**config.mk**
```make
export PLATFORM = sky130hd
export DESIGN_NAME = if_id_buffer
export DESIGN_NICKNAME = d
export VERILOG_FILES = /design/src/rtl/if_id_buffer_pkg.sv /design/src/rtl/if_id_slot.sv /design/src/rtl/if_id_buffer.sv
export SDC_FILE = /design/constraint.sdc
export NUM_CORES = 1
export LEC_CHECK = 0
export ABC_AREA = 1
export CAP_MARGIN = 40
export CORE_MARGIN = 1.5
export CORE_UTILIZATION = 45
export DETAILED_ROUTE_END_ITERATION = 7
export GPL_TIMING_DRIVEN = 1
export PLACE_DENSITY = 0.71
export SLEW_MARGIN = 20
export SYNTH_ARGS = -nofsm -noshare
export SYNTH_HDL_FRONTEND = slang
export SYNTH_HIERARCHICAL = 1
export SYNTH_SLANG_ARGS = --single-unit
```
**constraint.sdc**
```tcl
create_clock -name i_clk -period 4.25 [get_ports i_clk]
set_input_delay 1.0625 -clock i_clk [delete_from_list [all_inputs] [get_ports i_clk]]
set_output_delay 1.0625 -clock i_clk [all_outputs]
set_load 0.02 [all_outputs]
```
**src/rtl/if_id_buffer_pkg.sv**
```systemverilog
// Shared definitions for the IF/ID boundary register: default widths, the
// bubble encoding and the command set understood by a single pipeline slot.
package if_id_buffer_pkg;

    localparam int unsigned IF_ID_ADDR_W = 32;
    localparam int unsigned IF_ID_DATA_W = 32;
    localparam logic [31:0] IF_ID_NOP    = 32'h0000_0000;

    // What a slot does at the next rising edge.
    typedef enum logic [1:0] {
        SLOT_HOLD  = 2'b00,
        SLOT_LOAD  = 2'b01,
        SLOT_CLEAR = 2'b10
    } slot_cmd_e;

endpackage

```
**src/rtl/if_id_slot.sv**
```systemverilog
// One pipeline slot: valid bit plus {pc, instr}. Load captures new contents,
// clear drops the valid bit while leaving pc/instr untouched, hold keeps all.
module if_id_slot
    import if_id_buffer_pkg::*;
#(
    parameter int unsigned          ADDR_W    = IF_ID_ADDR_W,
    parameter int unsigned          DATA_W    = IF_ID_DATA_W,
    parameter logic [DATA_W-1:0]    NOP_INSTR = IF_ID_NOP[DATA_W-1:0]
) (
    input  logic              clk_i,
    input  logic              rst_ni,
    input  slot_cmd_e         cmd_i,
    input  logic [ADDR_W-1:0] pc_i,
    input  logic [DATA_W-1:0] instr_i,
    output logic              valid_o,
    output logic [ADDR_W-1:0] pc_o,
    output logic [DATA_W-1:0] instr_o
);

    logic              valid_q, valid_d;
    logic [ADDR_W-1:0] pc_q, pc_d;
    logic [DATA_W-1:0] instr_q, instr_d;

    // Decode the slot command into next-state values.
    always_comb begin
        valid_d = valid_q;
        pc_d    = pc_q;
        instr_d = instr_q;
        case (cmd_i)
            SLOT_LOAD: begin
                valid_d = 1'b1;
                pc_d    = pc_i;
                instr_d = instr_i;
            end
            SLOT_CLEAR: valid_d = 1'b0;
            default:    valid_d = valid_q;
        endcase
    end

    // Slot register with synchronous active-low reset to an empty bubble.
    always_ff @(posedge clk_i) begin
        if (!rst_ni) begin
            valid_q <= 1'b0;
            pc_q    <= '0;
            instr_q <= NOP_INSTR;
        end else begin
            valid_q <= valid_d;
            pc_q    <= pc_d;
            instr_q <= instr_d;
        end
    end

    assign valid_o = valid_q;
    assign pc_o    = pc_q;
    assign instr_o = instr_q;

endmodule

```
**src/rtl/if_id_buffer.sv**
```systemverilog
// IF/ID boundary register with a two-entry skid (main + skid slot).
// o_ready is the registered inverse of the skid valid bit and feeds the PC
// write enable; i_flush turns both slots into bubbles on a redirect.
// Optional feature macro: IF_ID_STALL_CNT_EN adds a saturating stall counter
// on o_stall_cnt (parameter CNT_W exists only in that build).
module if_id_buffer
    import if_id_buffer_pkg::*;
#(
    parameter int unsigned       ADDR_W    = IF_ID_ADDR_W,
    parameter int unsigned       DATA_W    = IF_ID_DATA_W,
    parameter logic [DATA_W-1:0] NOP_INSTR = IF_ID_NOP[DATA_W-1:0]
`ifdef IF_ID_STALL_CNT_EN
    ,
    parameter int unsigned       CNT_W     = 16
`endif
) (
    input  logic              i_clk,
    input  logic              i_rst_n,
    input  logic              i_valid,
    input  logic [ADDR_W-1:0] i_pc,
    input  logic [DATA_W-1:0] i_instr,
    output logic              o_ready,
    output logic              o_valid,
    output logic [ADDR_W-1:0] o_pc,
    output logic [DATA_W-1:0] o_instr,
    input  logic              i_ready,
    input  logic              i_flush
`ifdef IF_ID_STALL_CNT_EN
    ,
    output logic [CNT_W-1:0]  o_stall_cnt
`endif
);

    logic              mainValid, skidValid;
    logic [ADDR_W-1:0] mainPc, skidPc, mainLoadPc;
    logic [DATA_W-1:0] mainInstr, skidInstr, mainLoadInstr;
    logic              accept, consume, mainFree;
    slot_cmd_e         mainCmd, skidCmd;

    assign accept   = i_valid & o_ready;
    assign consume  = mainValid & i_ready;
    assign mainFree = ~mainValid | consume;

    // Steer the slots: flush empties both, the main slot prefers the older skid
    // entry over fresh input, and the skid only catches input the main cannot take.
    always_comb begin
        mainCmd       = SLOT_HOLD;
        skidCmd       = SLOT_HOLD;
        mainLoadPc    = i_pc;
        mainLoadInstr = i_instr;
        if (i_flush) begin
            mainCmd = SLOT_CLEAR;
            skidCmd = SLOT_CLEAR;
        end else begin
            if (mainFree) begin
                if (skidValid) begin
                    mainCmd       = SLOT_LOAD;
                    mainLoadPc    = skidPc;
                    mainLoadInstr = skidInstr;
                    skidCmd       = SLOT_CLEAR;
                end else if (accept) begin
                    mainCmd = SLOT_LOAD;
                end else begin
                    mainCmd = SLOT_CLEAR;
                end
            end else if (accept) begin
                skidCmd = SLOT_LOAD;
            end
        end
    end

    if_id_slot #(
        .ADDR_W    (ADDR_W),
        .DATA_W    (DATA_W),
        .NOP_INSTR (NOP_INSTR)
    ) u_main (
        .clk_i   (i_clk),
        .rst_ni  (i_rst_n),
        .cmd_i   (mainCmd),
        .pc_i    (mainLoadPc),
        .instr_i (mainLoadInstr),
        .valid_o (mainValid),
        .pc_o    (mainPc),
        .instr_o (mainInstr)
    );

    if_id_slot #(
        .ADDR_W    (ADDR_W),
        .DATA_W    (DATA_W),
        .NOP_INSTR (NOP_INSTR)
    ) u_skid (
        .clk_i   (i_clk),
        .rst_ni  (i_rst_n),
        .cmd_i   (skidCmd),
        .pc_i    (i_pc),
        .instr_i (i_instr),
        .valid_o (skidValid),
        .pc_o    (skidPc),
        .instr_o (skidInstr)
    );

    // Present the main slot; a bubble always shows the NOP encoding.
    always_comb begin
        o_ready = ~skidValid;
        o_valid = mainValid;
        o_pc    = mainPc;
        o_instr = mainValid ? mainInstr : NOP_INSTR;
    end

`ifdef IF_ID_STALL_CNT_EN
    logic [CNT_W-1:0] stallCnt_q, stallCnt_d;

    // Count decode-side stall cycles, sticking at the maximum value.
    always_comb begin
        stallCnt_d = stallCnt_q;
        if (mainValid && !i_ready && (stallCnt_q != {CNT_W{1'b1}})) begin
            stallCnt_d = stallCnt_q + {{(CNT_W-1){1'b0}}, 1'b1};
        end
    end

    // Stall counter register; only reset clears it, flush leaves it alone.
    always_ff @(posedge i_clk) begin
        if (!i_rst_n) begin
            stallCnt_q <= '0;
        end else begin
            stallCnt_q <= stallCnt_d;
        end
    end

    assign o_stall_cnt = stallCnt_q;
`endif

endmodule

```
==> impl_metrics.tcl <==
set metrics [dict create \
    die_area_mm2 0.0161 \
    grt_max_degree 84 \
    place_congestion 0.730 \
    cts_tree "done" \
    via_count 6240 \
    tightest_slew_ns 0.781 \
    hp-class "flop to flop" \
    diodes 0 \
    cts_max_path_buffers 2 \
    syn2layout_area_growth_pct 24.9 \
    grt_pass1_vias 5453 \
    power_density_mw_per_mm2 371 \
    ys_top_cells_by_area "dfxtp_1 38%, nand2_1 23%, nor2_1 14%" \
    routed_wl_mm 15.2 \
    portBuffers 134 \
    grt_pass1_wl_mm 25.2 \
    combPwrFrac_pct 16.3 \
    drv_cap 0 \
    dr.pass1.iters 5 \
    ir_drop_mv 0.267 \
    syn_area_mm2 0.00689 \
    power.share.clock_pct 42.9 \
    die_y_um 127 \
    ys_ff_latch 130 \
    drt_iter0_drc 287 \
    reg2reg_slack_ns 1.88 \
    seq_area_frac_synth_pct 37.8 \
    cts_setup_buffers 0 \
    endpoint_kind "primary output" \
    fin_nets 1295 \
    ant_nets 0 \
    antenna_found_initial 0 \
    finalClockSkew_ns 0.00684 \
    route.detailed.wl_per_inst_um 10.7 \
    yosys_warnings 6 \
    clock.fmax_mhz 327 \
    cts.clk_slew.worst_paths_ns 0.06 \
    crit_path_max_fanout 17 \
    status "complete, no violations" \
    switching_share_pct 26.2 \
    tns_ns 0 \
    grt_overflow_total 0 \
    relSlewSlack_pct 48.0 \
    clk_latency_ns 0.42 \
    start_util_pct 45.6 \
    layout_min_cycle_time_ns 3.05 \
    pin_count 135 \
    yosysUniqueCellTypes 16 \
    rsz0062_at_grt "false" \
    leakagePower_nw 4.41 \
    hold_viol_final 0 \
    seq_power_share_pct 40.8 \
    fp.dieW_um 127 \
    syn-mean-instance-area_um2 6.12 \
    track_usage_pct 19.4 \
    ctsResizeCount 0 \
    drv_slew 0 \
    post-route-util_pct 57.0 \
    critPathRequiredTime_ns 3.19 \
    num_rows 45 \
    cts_sinks 130 \
    synth_cells 1125 \
    synthesis.nets 1198 \
    drcViolationCount 0 \
    worstPathArrival_ns 1.99 \
    p_sw_w 0.000835 \
    setup_viol 0 \
    num-fill-cells 1534 \
    numCtsBuffers 17 \
    clk_root_buffer_cell "clkbuf_16" \
    hold_buffers 0 \
    critPathKind "flop to primary output" \
    via_per_inst 4.39 \
    h-tree-depth 4 \
    drive_gt1_share_pct 4.62 \
    start_kind "flop" \
    dp_hpwl_mm 9.17 \
    p_int_w 0.00235 \
    synth.top_cell.area_share_pct 37.8 \
    min_period_over_period_pct 71.9 \
    coreArea_mm2 0.0151 \
    yosysTopAreaCell "dfxtp_1" \
]
[power by group through the flow]
stage	Clock (W)	Sequential (W)	Combinational, W
6_report	0.00137	0.00130	0.000520
5_1_grt	0.00146	0.00131	0.000585
4_1_cts	0.00140	0.00131	0.000507
3_5_place_dp	0	0.00134	0.000504
3_3_place_gp	0	0.00133	0.000503
2_1_floorplan	0	0.00135	0.000332
[kinds of logic (layout without fill, tap and decap cells)]
kind of cell    Yosys count  count (layout)  share of synthesized area [%]
flops                   130             130                           37.8
compound gates            2               2                          0.145
simple gates            752             752                           43.3
buf+inv                 237             346                           18.1
fa+ha+maj                 4               4                          0.727
[cell type report]
cell class / instances / area (um^2) / area share (%)
Multi-Input combinational cell: 758 / 3070 / 35.7
Inverter: 171 / 642 / 7.46
Clock buffer: 27 / 543 / 6.31
Sequential cell: 130 / 2600 / 30.3
Tap cell: 188 / 235 / 2.73
Timing Repair Buffer: 144 / 1490 / 17.3
Clock inverter: 4 / 20.0 / 0.233
[final timing paths]
path / startpoint / to / cells after the start
min reg2reg: u_main/pc_o[9] / u_main/pc_o[9] / 2
max: u_main/valid_o / o_instr[5] / 5
min: u_main/pc_o[9] / u_main/pc_o[9] / 2
max reg2reg: u_main/valid_o / u_skid/instr_o[22] / 8
[per-layer routing]
metal  global-route usage [%]  vias to the layer above  routed length [um]  share of wire [%]
met3                     4.05                       18                 576                3.8
li1                         -                     3424                   -                  -
met2                     32.9                      123                7160                 47
met4                     7.29                        0                 263                1.7
met1                     24.3                     2675                7170                 47
met5                        0                        -                   0                  0
[worst max-delay path: stages, from the launching register on]
cell	delay, ns
dfxtp_1	0.42
buf_8	0.20
buf_4	0.23
nand2_1	0.08
inv_1	0.06
clkdlybuf4s50_1	0.59
[layout by cell type (no fill, tap or decap), drive strengths merged, types with 4 or more instances in the layout]
master         count
buf               11
dfxtp            130
nor2             262
ha                 4
inv              171
clkinv             4
clkbuf            27
nand3             64
nand2            425
clkdlybuf4s50    133
[cell usage after synthesis]
cell type  number
nand3_2        10
inv_2           1
ha_1            4
nor2_1        261
o21ai_0         2
buf_6          35
nand2_4         2
nand2_1       423
nand3_1        54
dfxtp_1       130
buf_4          17
buf_2          13
inv_1         170
nor3_2          1
nor2_4          1
buf_8           1
[through the flow]
step	power, W	worst slack, ns	hold WS, ns	cells	cell area (um^2)
finish	0.00319	1.20	0.465	1422	8600
global placement	0.00184	0.641	0.457	1388	7980
global route	0.00335	1.07	0.478	1422	8600
CTS	0.00321	0.790	0.469	1420	8560
detailed placement	0.00184	0.912	0.462	1389	8000
floorplan	0.00168	1.87	0.449	1125	6890
[sequential cells by signal, indices dropped and copies added (netlist names)]
register	count
u_skid/instr_o	32
u_main/valid_o	1
u_skid/pc_o	32
u_main/instr_o	32
u_main/pc_o	32
u_skid/valid_o	1
(Power assumes the default switching activity.)
==> RTL change, RTL diff (same flow settings) <==
Add a define of `IF_ID_STALL_CNT_EN`.
--- a/src/rtl/if_id_buffer.sv
+++ b/src/rtl/if_id_buffer.sv
@@ -3,6 +3,8 @@
 // write enable; i_flush turns both slots into bubbles on a redirect.
 // Optional feature macro: IF_ID_STALL_CNT_EN adds a saturating stall counter
 // on o_stall_cnt (parameter CNT_W exists only in that build).
+`define IF_ID_STALL_CNT_EN
+
 module if_id_buffer
     import if_id_buffer_pkg::*;
 #(
Check against the original RTL (old outputs only; new: o_stall_cnt): equivalent (Yosys induction, for registers that start in step).
==> RTL change against the unedited design <==
Final cell count rose by 4.1%; area after synthesis grew 13%; power up 12%; first-iteration DRC count increased by 0.35%; final area rose by 14%; synthesized cell count shrank 0.18%; sequential cell count up 16; routed wire length up 6.6%; worst setup slack gained 21 ps; critical endpoint is now o_instr[6]; highest routed layer unchanged.
==> RTL change: results (changes against the unedited design) <==
[outcome]
status=finished, final reports clean  ; unchanged

[synth]
synthDistinctLibCells=26  ; was 16
synth.yosys.seq_area_share_pct=37.56  ; was 37.78%
syn_nets=1197  ; was 1198
synth_commonest_cells=334 x nand2_1, 292 x nor2_1, 181 x inv_1, 146 x dfxtp_1, 60 x mux2_4  ; was 423 x nand2_1, 261 x nor2_1, 170 x inv_1, 130 x dfxtp_1, 54 x nand3_1

[placement]
dp_hpwl_um=10790  ; was 9167 um
place.gp.congestion=0.7924  ; was 0.7297
place_ws_ps=849.9  ; was 911.7 ps
io_buffers=150  ; was 134
dpl_cell_area_mm2=0.009195  ; was 0.007995 mm^2

[power]
p_leak_nw=4.840  ; was 4.414 nW
intPower_w=0.002650  ; was 0.002355 W
vdd_ir_drop_max_uv=282.0  ; was 267.4 uV

[global_route]
globalRouteTotalUtil_pct=18.43  ; was 19.40%
grt_max_degree=83  ; was 84
grt_pass1_vias=5809  ; was 5453
grt_pass1_wl_um=26990  ; was 25240 um

[detailed_routing]
dr.first_iter.drc_count=288  ; was 287
vias=6520  ; was 6240
drt_first_pass_iters=4  ; was 5
wl_um=16170  ; was 15170 um

[timing]
slew_headroom_pct=55.32  ; was 47.96%
fmaxAchievable_ghz=0.3297  ; was 0.3274 GHz
timing.hold.ws_ps=467.7  ; was 465.3 ps
finClkSkew_ps=9.639  ; was 6.837 ps

[worst_setup_path]
reg2reg_slack_ps=1840  ; was 1880 ps
arrival_ps=1970  ; was 1990 ps
slowest_delay_ps=640  ; was 590 ps
path_max_fanout=34  ; was 17
rr_endpoint=u_skid/instr_o[26]  ; was u_skid/instr_o[22]

[min_path]
hold_start=u_skid/instr_o[29]  ; was u_main/pc_o[9]
hold_path_end=u_skid/instr_o[29]  ; was u_main/pc_o[9]

[finish]
insertedDiodeCount=0  ; unchanged
drive_above_1_share_pct=9.762  ; was 4.619%

-- RTL change: cell types whose count changed after synthesis, moves of 11 or more --
cell / unedited run / this run
dfxtp_1: 130 / 146
nand2_1: 423 / 334
mux2_4: 0 / 60
nand3_1: 54 / 11
nor2_1: 261 / 292
inv_1: 170 / 181
-- RTL change: kinds of logic after synthesis --
kind of cell,count (synthesis),share of synthesized area (%)
muxes,64,12.16
adders and majority gates,5,0.8040
AOI/OAI and AO/OA,14,0.9648
DFF,146,37.56
buffers and inverters,235,15.20
and+or+nand+nor,658,33.20
xor gates and xnor gates,1,0.1126
-- RTL change: stage by stage --
stage / std cells / power [W]
global route: 1480 / 0.003725
floorplan: 1123 / 0.001871
global placement: 1448 / 0.002042
detailed placement: 1448 / 0.002049
finish: 1480 / 0.003562
CTS: 1480 / 0.003610
-- RTL change: area by class of cell --
class                      instances  area, um^2  area share, %
multi-input combinational        742        3701          37.72
sequential                       146        2923          29.78
timing repair buffer             159        1617          16.47
inverter                         181       679.4          6.923
clock buffer                      18       439.2          4.475
tap                              220       275.3          2.805
clock inverter                    14       178.9          1.823
-- RTL change: layer usage --
metal / global-route usage (%) / routed length (um) / up-vias
met4: 6.511 / 202 / 0
met5: 0 / 0 / -
met3: 5.143 / 951 / 15
met1: 23.17 / 7456 / 2860
met2: 30.31 / 7553 / 131
li1: - / - / 3514
-- RTL change: worst max path at each step --
stage | startpoint | depth (start not counted) | endpoint
after floorplan | i_ready | 10 | u_skid/pc_o[10]
after detailed placement | i_ready | 10 | u_main/pc_o[11]
after CTS | u_main/valid_o | 4 | o_instr[27]
after global routing | u_main/valid_o | 4 | o_instr[3]
after global placement | i_ready | 10 | u_main/pc_o[9]
final | u_main/valid_o | 4 | o_instr[6]
-- RTL change: power by group through the flow --
stage               Combinational (W)  Sequential [W]  Clock (W)
finish                       0.000561         0.00145    0.00155
global route                 0.000622         0.00146    0.00164
CTS                          0.000568         0.00145    0.00159
detailed placement           0.000565         0.00148          0
global placement             0.000559         0.00148          0
floorplan                    0.000363         0.00151          0
-- RTL change: tightest hold or removal path, cell delays in order, from the launching register on --
cell     delay, ps
dfxtp_1        310
nor2_1          80
nor2_1          50
